[src/rtl/gpu_pkg.sv]
// ============================================================================
//  Module   : gpu_pkg
//  Brief    : Shared types and defaults for the memory-channel arbiter.
//  Revision : 1.0  initial release
// ============================================================================
`default_nettype none

package gpu_pkg;

    localparam int c_DEF_ADDR_BITS = 8;
    localparam int c_DEF_DATA_BITS = 8;

    // Arbiter transaction phases
    typedef enum logic [1:0] {
        ST_IDLE    = 2'd0,
        ST_ISSUE   = 2'd1,
        ST_RESPOND = 2'd2,
        ST_RELEASE = 2'd3
    } mem_arb_state_t;

    // Index width for a vector of n entries; never below one bit
    function automatic int idx_width(input int n);
        return (n > 1) ? $clog2(n) : 1;
    endfunction

endpackage

`default_nettype wire

[src/rtl/rr_arbiter.sv]
// ============================================================================
//  Module   : rr_arbiter
//  Brief    : Combinational rotating-priority picker. Returns the first set
//             request at or after i_ptr (wrapping) as one-hot and as index.
//  Revision : 1.0  initial release
// ============================================================================
`default_nettype none

module rr_arbiter
    import gpu_pkg::*;
#(
    parameter int NUM_REQ = 2
)(
    input  logic [NUM_REQ-1:0]             i_req,
    input  logic [idx_width(NUM_REQ)-1:0]  i_ptr,
    output logic [NUM_REQ-1:0]             o_grant,
    output logic [idx_width(NUM_REQ)-1:0]  o_idx,
    output logic                           o_any
);

    localparam int c_IDX_W = idx_width(NUM_REQ);

    // Doubling the request vector turns the wrap-around search into a
    // plain slice starting at the pointer.
    logic [2*NUM_REQ-1:0] w_dbl;
    logic [NUM_REQ-1:0]   w_rot;
    logic [c_IDX_W:0]     w_sum;

    assign w_dbl = {i_req, i_req};
    assign w_rot = w_dbl[i_ptr +: NUM_REQ];
    assign o_any = |i_req;

    // Lowest set bit of the rotated vector, mapped back to a requester index
    always_comb begin
        w_sum = '0;
        for (int k = NUM_REQ - 1; k >= 0; k--) begin
            if (w_rot[k]) begin
                w_sum = {1'b0, i_ptr} + (c_IDX_W+1)'(k);
            end
        end
        if (w_sum >= (c_IDX_W+1)'(NUM_REQ)) begin
            w_sum = w_sum - (c_IDX_W+1)'(NUM_REQ);
        end
    end

    assign o_idx   = w_sum[c_IDX_W-1:0];
    assign o_grant = o_any ? (NUM_REQ'(1) << o_idx) : '0;

endmodule

`default_nettype wire

[src/rtl/mem_arbiter.sv]
// ============================================================================
//  Module   : mem_arbiter
//  Brief    : Round-robin arbiter sharing one memory channel between
//             NUM_REQ requesters. One transaction at a time:
//             IDLE -> ISSUE -> RESPOND -> RELEASE -> IDLE.
//             Optional ISSUE watchdog enabled by macro MEM_ARB_TIMEOUT_EN.
//  Revision : 1.0  initial release
// ============================================================================
`default_nettype none

module mem_arbiter
    import gpu_pkg::*;
#(
    parameter int NUM_REQ        = 2,
    parameter int ADDR_BITS      = c_DEF_ADDR_BITS,
    parameter int DATA_BITS      = c_DEF_DATA_BITS,
    parameter int TIMEOUT_CYCLES = 16
)(
    input  logic                               clk,
    input  logic                               reset,
    input  logic [NUM_REQ-1:0]                 req_valid,
    input  logic [NUM_REQ-1:0]                 req_write,
    input  logic [NUM_REQ-1:0][ADDR_BITS-1:0]  req_addr,
    input  logic [NUM_REQ-1:0][DATA_BITS-1:0]  req_wdata,
    output logic [NUM_REQ-1:0]                 req_ready,
    output logic [NUM_REQ-1:0][DATA_BITS-1:0]  req_rdata,
    output logic                               mem_valid,
    output logic                               mem_write,
    output logic [ADDR_BITS-1:0]               mem_addr,
    output logic [DATA_BITS-1:0]               mem_wdata,
    input  logic                               mem_ready,
    input  logic [DATA_BITS-1:0]               mem_rdata,
    output logic                               timeout_err
);

    localparam int c_IDX_W = idx_width(NUM_REQ);

    mem_arb_state_t        r_state;
    logic [c_IDX_W-1:0]    r_rr_ptr;
    logic [c_IDX_W-1:0]    r_gnt;
    logic [NUM_REQ-1:0]    r_gnt_oh;

    logic [NUM_REQ-1:0]    w_grant;
    logic [c_IDX_W-1:0]    w_idx;
    logic                  w_any;
    logic [c_IDX_W-1:0]    w_next_ptr;

`ifdef MEM_ARB_TIMEOUT_EN
    localparam int c_CNT_W = $clog2(TIMEOUT_CYCLES + 1);
    logic [c_CNT_W-1:0]    r_to_cnt;
`else
    assign timeout_err = 1'b0;
`endif

    rr_arbiter #(
        .NUM_REQ (NUM_REQ)
    ) u_rr_arbiter (
        .i_req   (req_valid),
        .i_ptr   (r_rr_ptr),
        .o_grant (w_grant),
        .o_idx   (w_idx),
        .o_any   (w_any)
    );

    // Priority moves to the requester after the one just served
    assign w_next_ptr = (r_gnt == c_IDX_W'(NUM_REQ - 1)) ? '0 : (r_gnt + 1'b1);

    // Transaction sequencer; every output is registered here
    always_ff @(posedge clk or posedge reset) begin
        if (reset) begin
            r_state   <= ST_IDLE;
            r_rr_ptr  <= '0;
            r_gnt     <= '0;
            r_gnt_oh  <= '0;
            mem_valid <= 1'b0;
            mem_write <= 1'b0;
            mem_addr  <= '0;
            mem_wdata <= '0;
            req_ready <= '0;
            req_rdata <= '0;
`ifdef MEM_ARB_TIMEOUT_EN
            r_to_cnt    <= '0;
            timeout_err <= 1'b0;
`endif
        end else begin
            // Completion strobes are single-cycle pulses
            req_ready <= '0;
`ifdef MEM_ARB_TIMEOUT_EN
            timeout_err <= 1'b0;
`endif
            case (r_state)
                ST_IDLE: begin
                    if (w_any) begin
                        r_gnt     <= w_idx;
                        r_gnt_oh  <= w_grant;
                        mem_write <= req_write[w_idx];
                        mem_addr  <= req_addr[w_idx];
                        mem_wdata <= req_wdata[w_idx];
                        mem_valid <= 1'b1;
`ifdef MEM_ARB_TIMEOUT_EN
                        r_to_cnt  <= '0;
`endif
                        r_state   <= ST_ISSUE;
                    end
                end

                ST_ISSUE: begin
                    if (mem_ready) begin
                        mem_valid <= 1'b0;
                        if (!mem_write) begin
                            req_rdata[r_gnt] <= mem_rdata;
                        end
                        req_ready <= r_gnt_oh;
                        r_state   <= ST_RESPOND;
                    end
`ifdef MEM_ARB_TIMEOUT_EN
                    // Memory gave no answer: complete with an error and zero data
                    else if (r_to_cnt == c_CNT_W'(TIMEOUT_CYCLES - 1)) begin
                        mem_valid   <= 1'b0;
                        timeout_err <= 1'b1;
                        req_ready   <= r_gnt_oh;
                        if (!mem_write) begin
                            req_rdata[r_gnt] <= '0;
                        end
                        r_rr_ptr    <= w_next_ptr;
                        r_state     <= ST_RELEASE;
                    end else begin
                        r_to_cnt <= r_to_cnt + 1'b1;
                    end
`endif
                end

                ST_RESPOND: begin
                    r_rr_ptr <= w_next_ptr;
                    r_state  <= ST_RELEASE;
                end

                ST_RELEASE: begin
                    // Wait for the served requester to retract before rearbitrating
                    if (!(|(req_valid & r_gnt_oh))) begin
                        r_state <= ST_IDLE;
                    end
                end

                default: r_state <= ST_IDLE;
            endcase
        end
    end

endmodule

`default_nettype wire

[config.mk]
export PLATFORM = sky130hd
export DESIGN_NAME = mem_arbiter
export DESIGN_NICKNAME = d
export VERILOG_FILES = /design/src/rtl/gpu_pkg.sv /design/src/rtl/rr_arbiter.sv /design/src/rtl/mem_arbiter.sv
export SDC_FILE = /design/constraint.sdc
export NUM_CORES = 1
export LEC_CHECK = 0
export CORE_AREA = 2 2 85 67
export CTS_CLUSTER_DIAMETER = 30
export CTS_CLUSTER_SIZE = 30
export DETAILED_ROUTE_END_ITERATION = 6
export DIE_AREA = 0 0 87 69
export GPL_ROUTABILITY_DRIVEN = 0
export MAX_ROUTING_LAYER = met4
export PLACE_DENSITY = 0.76
export SYNTH_ARGS = -nofsm -noshare
export SYNTH_HDL_FRONTEND = slang
export SYNTH_SLANG_ARGS = --single-unit
[constraint.sdc]
create_clock -name clk -period 1.55 [get_ports clk]
set_input_delay 0.31 -clock clk [delete_from_list [all_inputs] [get_ports clk]]
set_output_delay 0.31 -clock clk [all_outputs]
set_load 0.05 [all_outputs]
-- Word level (Yosys, flattened, before mapping)
Index checks and enable logic that the tools add are counted.
- $add $sub $neg: 3
- order comparisons: 4
- eq/ne operators: 6
- shift-type cells: 2
- muxes and demuxes: 22
- bitwise operators: 2
- reductions and logical operators: 9
- operators with widths (kind ; number):
    $mux 8 ; 5
    $bwmux 16 ; 1
    $mux 2 ; 7
    $reduce_and 3->1 ; 3
    $demux 8 s1 ; 1
    $pmux 2 s4 ; 1
    $mux 1 ; 6
    $eq 2x2->1 const B ; 2
    $lt 1x2->1 const B ; 2
    $ne 2x2->1 const B ; 2
    $reduce_or 2->1 ; 2
    $shiftx 4x2->2 ; 1
    $add 1x1->2 const B ; 1
    $and 2x2->2 ; 1
    $eq 2x1->1 const B ; 1
    $ge 2x2->1 const B ; 1
    $logic_not 2->1 ; 1
    $ne 2x1->1 const B ; 1
    $pmux 1 s2 ; 1
    $reduce_and 2->1 ; 1
    $reduce_bool 2->1 ; 1
    $shl 1x1->2 const A ; 1
    $add 1x1->1 const B ; 1
    $ge 1x1->1 const B ; 1
    3 further kinds ; 3
- register bits: 42
- bits of input ports: 47
- logic and storage cells: 59

-- Depth between registers and ports, before layout
Gate-level depths: netlist (run 1).
- depth in word-level cells: 7
- depth in mapped cells: 7

-- Modules after synthesis
Synthesis (run 1) repeated with hierarchy kept, for this count alone.
- cell total of the unflattened synthesis: 151
- area, all modules: 1879.3 um2
- by module, submodules not included (module ; instances ; cells each ; area each (um2)):
    mem_arbiter ; 1 ; 146 ; 1846.8
    rr_arbiter ; 1 ; 5 ; 32.5

-- Worst setup path after synthesis (run 1)
OpenSTA, ideal clock, no wires.
- kind: reg-to-reg
- start: reg r_state[0]
- end: reg r_state[1]
- setup time: 0.128 ns
- arrival: 1.422 ns
- data required time: 1.422 ns
- setup slack: 0.000 ns
- stages on the path, launching flop included: 6
- cell sequence: dfrtp_1 -> inv_1 -> ha_1 -> nor3b_2 -> a211oi_2 -> mux2_1
- cells in the longest elaborated chain, start to end: 3
- elaborated cells on any way between the ends: 9
- ends and longest elaborated chain (element ; RTL line ; source):
    start: declaration ; mem_arbiter.sv:38 ; mem_arb_state_t r_state;
    start signal: assignment ; mem_arbiter.sv:71 ; r_state <= ST_IDLE;
    start signal: assignment ; mem_arbiter.sv:103 ; r_state <= ST_ISSUE;
    start signal: assignment ; mem_arbiter.sv:114 ; r_state <= ST_RESPOND;
    $eq 2x2->1, or another cell as far along ; mem_arbiter.sv:91 ; case (r_state)
    $ne 2x2->1 (no source line) / $ne 2x1->1 (equally long branches) ; -- ;
    $reduce_and 3->1 (no source line) ; -- ;
Several ways; a longest one is shown, not always the timed one.
A chain may end at the register's enable or synchronous reset.

-- Worst setup path in the final report (run 1)
Same ends and word-level chain as after synthesis.

==> results.cfg, run 1 <==
[drt]
wirelength_mm = 5.197
routed_via_density = 5.119
drt_iter0_markers = 60
routedWlPerCell_um = 15.89
drtAntennaViolNets = 0
vias = 1674
drt_pre_antenna_iters = 4
drc = 0

[synthesis]
synth.area.top_cells = dfrtp_1, mux2_4, a31oi_1
synth.top_cell.area_share = 0.5370
synth_fp_nets = 221
syn_inst = 170
ys.flop_type = dfrtp_1
synth_seq_area_share = 0.5370
yosys_warnings = 0
synth_top_cell_by_area = dfrtp_1
async_flop_share = 1.000
synth-edff-count = 0
synth.distinct_cells = 30
syn_area_um2 = 1911
avgSynthCellArea_um2 = 11.24
synth_seq_cells = 41

[global_routing]
track_usage = 0.1819
use_met1 = 0.2318
grt_pass1_vias = 1691
grt_max_degree = 42
use_met3 = 0.04910
use_met2 = 0.2901
grt-ovfl-total = 0
grt_busiest_layer = met2
antenna_found_initial = 0
grt_pass1_wl_mm = 8.349

[clock_network]
numCtsBuffers = 5
insertion_delay_ns = 0.29
cts_buffer_depth = 2
cts.clk_slew.worst_paths_ns = 0.08
cts_htree_levels = 2
clkSinkCount = 41
cts_tree = done
cts-root-buf = clkbuf_8

[finish]
num_antenna_cells = 0
fillers = 384
layout-drive-gt1-share = 0.3396
fin_nets = 315
final_area_um2 = 3377
syn2layout_area_growth_pct = 76.75
mostFrequentLayoutCells = clkdlybuf4s50_1, dfrtp_1, buf_12, nor2_1
mostFrequentLayoutCell = clkdlybuf4s50_1

[worst_setup_path]
path_class = reg -> reg
endpoint_kind = flop
reg2regPathDepth = 5
required_ns = 1.73
critPathLaunchType = flop
cp_max_fo = 5
arrival_ns = 1.73

[sta]
worst_slack_ns = -0.004807
fin_skew_ns = 0.004048
tightest_slew_ns = 0.5039
hold_viol = 0
post-route-min-period_ns = 1.555
fmax_mhz = 643.2
slew_viol_final = 0
rsz0062_at_grt = true
max_slew_margin = 0.6637
finalSetupViolCount = 1
post-route-period-util = 1.003

[power_and_ir_drop]
power.density_nw_per_um2 = 2347
fin_total_pwr_mw = 7.924
irDropWorstVdd_mv = 1.041
power.static_leakage_nw = 1.492

[floorplan]
rows = 23
initial_core_util = 0.3709
io_pins = 84
dieArea_um2 = 6003
core_um2 = 5151
fp.dieW_um = 87
die_y_um = 69

[worst_hold_path]
min_path_type = in -> async

[placement]
portBuffers = 82
dpl.hpwl_mm = 3.664
post-place-ws_ns = -0.2366
placed_area_um2 = 3193

[run_status]
violations = negative setup slack
status = finished, violations left

[run]
cap_violations = 0
-- cell families after synthesis --
kind of cell	after synthesis	synth area share
AO/OA/AOI/OAI	61	0.1893
adder cells (fa/ha/maj)	4	0.02620
buffers and inverters	17	0.04976
flip-flops	41	0.5370
multiplexers	18	0.1212
other	1	0.001963
AND/OR/NAND/NOR	28	0.07466
-- synth_stat cells, types with 2 or more instances --
library cell	count
dfrtp_1	41
a21oi_1	18
ha_1	4
nor2_1	19
nand2b_1	2
buf_2	7
buf_6	2
a31oi_1	18
and3_1	2
mux2_2	8
o21ai_0	18
buf_4	2
inv_1	5
mux2_4	8
-- state kept, by name, summed over array words and instances (netlist names) --
name       count
mem_wdata      8
req_rdata     16
r_gnt_oh       1
mem_addr       8
r_gnt          1
req_ready      2
r_rr_ptr       1
r_state        2
mem_valid      1
mem_write      1
-- routing by layer --
layer | share of wire | up-vias
met5 | 0 | -
met4 | 0.0063 | 0
met3 | 0.066 | 5
met2 | 0.50 | 65
met1 | 0.43 | 813
li1 | - | 791
-- report_power, final --
group	total (mW)	switching [mW]	internal, mW	leakage, nW
clock	0.770	0.367	0.403	0.0542
sequential	2.11	0.519	1.59	0.486
combinational	5.05	2.57	2.48	0.952
total	7.92	3.45	4.47	1.49
-- stage by stage --
stage,std cells,hold WS (ns),util,TNS [ns]
global placement,317,0.4933,0.6199,-5.210
detailed placement,317,0.4984,0.6199,-5.987
CTS,325,0.3510,0.6400,0
floorplan,170,0.4585,-,0
finish,327,0.3493,0.6556,-0.004807
global route,327,0.3980,0.6556,-0.3171
-- path summary, 6_finish.rpt --
| path | slack (ns) | from | endpoint |
|---|---|---|---|
| max in group asynchronous | 1.00 | reset | mem_valid |
| worst max-delay path | -0.005 | r_state[0] | r_state[1] |
| worst min-delay path | 0.35 | reset | mem_wdata[5] |
| worst min register to register | 0.51 | req_rdata[5] | req_rdata[5] |
| worst max register to register | -0.005 | r_state[0] | r_state[1] |
| min in group clk | 0.51 | req_rdata[5] | req_rdata[5] |
-- critical path: stages (launching register included) --
cell and delay (ns):
dfrtp_1 0.42, buf_6 0.13, ha_4 0.17, nor2b_2 0.17, a211oi_2 0.21, mux2_1 0.34
-- final cells by class --
cell class	instances	area, µm²	area share
Sequential cell	41	1026	0.3038
Inverter	5	18.77	0.005558
Tap cell	62	77.57	0.02297
Multi-Input combinational cell	112	853.3	0.2527
Clock buffer	7	96.34	0.02853
Clock inverter	1	5.005	0.001482
Timing Repair Buffer	99	1300	0.3850
-- timing repair --
| item | 4_1_cts | 5_1_grt |
|---|---|---|
| pin swaps | 1 | 3 |
| hold buffers | 0 | 0 |
| endpoints found under the setup margin | 9 | 17 |
| buffers inserted | 0 | 2 |
| gates resized for setup | 1 | 16 |
Note: power is estimated with default switching activity, not from simulation.
==> inputs of run 2 (changes only) <==
Settings changed: CORE_AREA 2 2 85 67 to 2 2 79 62, DIE_AREA 0 0 87 69 to 0 0 81 64, PLACE_DENSITY 0.76 to 0.84.
Clock period 1.55 ns to 2 ns, I/O delays scaled along.
==> run 2 against run 1 <==
  * The flow now finishes without violations
  * Non-clock buffer count is 6 lower
  * Critical path depth is 4 lower
  * Critical endpoint is now req_rdata[3]
  * Core utilization increased by 1.7 points
  * Global-route usage grew 4.1 points
  * Final cell count down 3.4%
  * First-iteration DRC count up 52%
  * Sequential share of layout area increased by 4.6 points
  * Worst setup slack better by 0.12 ns
  * Largest cell class is now sequential cells
  * Combinational power decreased by 39%
==> results.cfg, run 2 (same netlist as run 1, synthesis figures left out) <==
[finish]
top_register = req_rdata
syn2layout_area_growth_pct = 53.57
largest_reg_flops = 16
seqCellArea_um2 = 1026
fin_nets = 309
mostFrequentLayoutCell = clkdlybuf4s50_1
mostFrequentLayoutCells = clkdlybuf4s50_1, dfrtp_1, nor2_1
num_antenna_cells = 0
reg.largest.list = req_rdata x16, mem_addr x8, mem_wdata x8
multi_input_area_um2 = 789.5
layout-drive-gt1-share = 0.1544
fillers = 359
final_area_um2 = 2934

[global_routing]
track_usage = 0.2232
grt_max_degree = 26
grt_pass1_wl_mm = 8.397
grt_pass1_vias = 1712
antenna_found_initial = 0
grt-ovfl-total = 0

[floorplan]
dieArea_um2 = 5184
rows = 21
initial_core_util = 0.4380
core_um2 = 4362
fp.dieW_um = 81
io_pins = 84
die_y_um = 64

[drt]
drt_iter0_markers = 91
drtAntennaViolNets = 0
vias = 1668
wirelength_mm = 5.131
drc = 0
routed_via_density = 5.278
routedWlPerCell_um = 16.24
drt_pre_antenna_iters = 6

[power_and_ir_drop]
irDropWorstVdd_mv = 0.8821
power.static_leakage_nw = 1.250
power.net_switching_mw = 2.488
power.density_nw_per_um2 = 1791
swShare = 0.4735
combPwrFrac = 0.585
seq_power_share = 0.283
p_int_mw = 2.766
power_frac_clock = 0.131

[sta]
slew_viol_final = 0
hold_viol = 0
post-route-min-period_ns = 1.887
post-route-period-util = 0.9436
worst_slack_ns = 0.1129
finalSetupViolCount = 0
max_slew_margin = 0.5638
fin_hold_ws_ns = 0.4259
tightest_slew_ns = 0.6503
rsz0062_at_grt = false
fin_tns_setup_ns = 0
fin_skew_ns = 0.002540
fmax_mhz = 529.9

[worst_setup_path]
reg2regPathDepth = 5
rr_endpoint = r_state[1]
critPathBufInv = 1
max_stage_delay_ns = 0.83
cp_num_cells = 1
critPathLaunch = req_rdata[3]
endpoint_kind = output port
crit_family = buffers and inverters
r2r_start = r_state[0]
cp_max_fo = 2
critPathLaunchType = flop
path_class = reg -> out
crit_chain = clkdlybuf4s50_1
required_ns = 1.60
regToRegSetupSlack_ns = 0.28
cp-endpoint = req_rdata[3]
cpMaxStageDelayCell = clkdlybuf4s50_1
arrival_ns = 1.49

[clock_network]
cts-hold-fix-buffers = 0
cts-root-buf = clkbuf_8
insertion_delay_ns = 0.30
numCtsBuffers = 5
ctsResizeCount = 0
cts_buffer_depth = 2
clkSinkCount = 41
post_cts_buffers = 0
cts_htree_levels = 2
cts_tree = done
cts.clk_slew.worst_paths_ns = 0.08

[worst_hold_path]
min_path_type = in -> async

[run_status]
status = finished clean

[placement]
portBuffers = 82
post-place-ws_ns = 0.01942
dpl.hpwl_mm = 3.801
placed_area_um2 = 2819

[run]
cap_violations = 0
==> run 2: changes by cell type in the layout (fill, tap and decap cells not counted), sizes merged <==
cell | previous run | this run
clkbuf | 7 | 5
clkinvlp | 0 | 1
clkdlybuf4s50 | 46 | 81
bufinv | 0 | 1
buf | 53 | 12
==> run 2: final cells by class <==
type	count	share of cell area
repair buffers	93	0.3113
inverters	5	0.006397
clock buffers	5	0.02345
well taps	57	0.02431
flip-flops and latches	41	0.3497
multi-input cells	112	0.2691
clock inverters	3	0.01578
==> run 2: per-layer routing <==
| metal | vias to the layer above | share of wire | GRT usage |
|---|---|---|---|
| li1 | 780 | - | - |
| met1 | 803 | 0.43 | 0.2815 |
| met2 | 78 | 0.48 | 0.3502 |
| met3 | 7 | 0.079 | 0.05791 |
| met4 | 0 | 0.014 | 0.07627 |
| met5 | - | 0 | - |
==> run 2: worst min path at each step <==
stage,cells past startpoint,endpoint
after global placement,1,req_rdata[0]
after global routing,2,req_rdata[0]
after CTS,2,req_rdata[5]
after floorplan,2,r_rr_ptr
after detailed placement,1,req_rdata[8]
final,2,req_rdata[13]
==> run 2: metrics by stage <==
stage	total power [mW]	instances	util
final	5.254	316	0.6727
after global placement	4.494	308	0.6463
after floorplan	3.519	170	-
after detailed placement	4.589	308	0.6463
after global routing	5.545	316	0.6727
after CTS	5.284	316	0.6727
==> run 2: power by group through the flow <==
stage / Combinational (mW) / Clock, mW / Sequential [mW]
finish: 3.07 / 0.691 / 1.49
global route: 3.26 / 0.754 / 1.54
CTS: 3.10 / 0.699 / 1.49
detailed placement: 3.09 / 0 / 1.50
global placement: 3.01 / 0 / 1.48
floorplan: 0.864 / 0 / 2.66
==> inputs of run 3 (changes only) <==
Settings changed: ABC_AREA from default to 1, CORE_AREA 2 2 79 62 to 2 2 80 63, DIE_AREA 0 0 81 64 to 0 0 82 65, PLACE_DENSITY 0.84 to 0.83.
==> run 3 against run 2 <==
  * Hold slack improved by 0.055 ns
  * Final cell count is 23% higher
  * Critical path depth stayed put
  * Flip-flop and latch count unchanged
  * Clock power shrank 7.7%
  * Largest cell class unchanged
  * Clock-buffer cell count did not move
  * Highest routed layer unchanged
  * Register-to-register slack improved by 0.17 ns
  * Sequential share of layout area shrank 0.21 points
  * Global-route usage decreased by 2.9 points
==> results.cfg, run 3 <==
[drt]
routedWlPerCell_um = 12.06
drt_iter0_markers = 99
drt_pre_antenna_iters = 5
vias = 1849
wirelength_mm = 4.702
drtAntennaViolNets = 0
routed_via_density = 4.741
drc = 0

[synthesis]
synth_seq_area_share = 0.5253
synth.top_cell.area_share = 0.5253
yosys-top-cells-count = nand2_1, dfrtp_1, nand3_1, inv_1, o21ai_0
async_flop_share = 1.000
yosys_warnings = 0
synth_fp_nets = 295
ys.flop_type = dfrtp_1
synth.area.top_cells = dfrtp_1, nand2_1, nand3_1
synth_top_cell_by_area = dfrtp_1
synth-edff-count = 0
synth_seq_cells = 41
syn_area_um2 = 1953
avgSynthCellArea_um2 = 8.005
syn_inst = 244
synth.distinct_cells = 18
yosysMostFrequentCell = nand2_1

[sta]
post-route-min-period_ns = 1.873
slew_viol_final = 0
finalSetupViolCount = 0
fmax_mhz = 534.0
fin_tns_setup_ns = 0
hold_viol = 0
max_slew_margin = 0.4511
fin_skew_ns = 0.003960
tightest_slew_ns = 0.8183
rsz0062_at_grt = false
fin_hold_ws_ns = 0.4805
post-route-period-util = 0.9364

[worst_setup_path]
critPathLaunchType = flop
max_stage_delay_ns = 0.81
critPathBufInv = 1
path_class = reg -> out
cpMaxStageDelayCell = clkdlybuf4s50_1
crit_chain = clkdlybuf4s50_1
cp_max_fo = 2
endpoint_kind = output port
regToRegSetupSlack_ns = 0.45
arrival_ns = 1.47
required_ns = 1.60
crit_family = buffers and inverters

[run_status]
status = finished clean

[global_routing]
grt_max_degree = 22
track_usage = 0.1945
grt_pass1_vias = 1747
grt_pass1_wl_mm = 7.797
antenna_found_initial = 0
grt-ovfl-total = 0

[finish]
largest_reg_flops = 16
fillers = 389
instances_no_fill = 390
mostFrequentLayoutCells = nand2_1, clkdlybuf4s50_1, dfrtp_1, nand3_1, inv_1
fin_util = 0.6383
syn2layout_area_growth_pct = 51.12
layout-drive-gt1-share = 0.08182
num_antenna_cells = 0
multi_input_area_um2 = 778.2
mostFrequentLayoutCell = nand2_1
seqCellArea_um2 = 1026
reg.largest.list = req_rdata x16, mem_addr x8, mem_wdata x8
top_register = req_rdata
fin_nets = 381

[clock_network]
cts.clk_slew.worst_paths_ns = 0.08
cts-root-buf = clkbuf_8
ctsResizeCount = 0
cts_tree = done
post_cts_buffers = 0
cts_htree_levels = 2
cts-hold-fix-buffers = 0
insertion_delay_ns = 0.29
numCtsBuffers = 5
cts_buffer_depth = 2
clkSinkCount = 41

[floorplan]
initial_core_util = 0.4223
die_y_um = 65
io_pins = 84
rows = 22
core_um2 = 4624
dieArea_um2 = 5330
fp.dieW_um = 82

[placement]
dpl.hpwl_mm = 3.506
portBuffers = 82
place_inst = 383

[worst_hold_path]
min_path_type = in -> async

[run]
cap_violations = 0

[power_and_ir_drop]
power.density_nw_per_um2 = 1658
irDropWorstVdd_mv = 0.7758
power.static_leakage_nw = 1.485
## run 3: logic make-up (layout without fill, tap and decap cells)
group,after synthesis,in the layout,share of synthesized area
AO/OA/AOI/OAI,22,22,0.07303
other,1,1,0.001920
adder cells (fa/ha/maj),4,4,0.02563
AND/OR/NAND/NOR,144,144,0.2979
buffers and inverters,32,118,0.07623
flip-flops,41,41,0.5253
## run 3: worst paths after layout
check                        startpoint      endpoint  cells past startpoint
max in group asynchronous         reset  req_rdata[6]                      3
min in group clk           mem_wdata[7]  mem_wdata[7]                      2
max                         mem_addr[3]   mem_addr[3]                      1
min                               reset  mem_wdata[3]                      2
min reg2reg                mem_wdata[7]  mem_wdata[7]                      2
max reg2reg                  r_state[0]     mem_write                      7
## run 3: metrics by stage
step | area, µm² | power (mW) | setup WS (ns)
2_1_floorplan | 1953 | 3.325 | 0.6218
3_3_place_gp | 2848 | 4.227 | 0.2081
3_5_place_dp | 2848 | 4.281 | 0.1692
4_1_cts | 2952 | 4.933 | 0.1217
5_1_grt | 2952 | 5.209 | 0.09031
6_report | 2952 | 4.894 | 0.1272
## run 3: per-layer routing
metal / track usage / part of all wire / up-vias
li1: - / - / 925
met1: 0.2549 / 0.46 / 855
met2: 0.3028 / 0.47 / 60
met3: 0.04039 / 0.059 / 9
met4: 0.06250 / 0.016 / 0
met5: - / 0 / -
## run 3: cell type report
cell class	count	share of cell area
Clock inverter	2	0.01187
Multi-Input combinational cell	171	0.2637
Clock buffer	5	0.02331
Inverter	22	0.02798
Timing Repair Buffer	89	0.3001
Tap cell	60	0.02543
Sequential cell	41	0.3476
## run 3: report_power, final
group / internal (mW) / switching, mW
registers: 1.20 / 0.211
logic: 0.955 / 1.89
clock network: 0.363 / 0.275
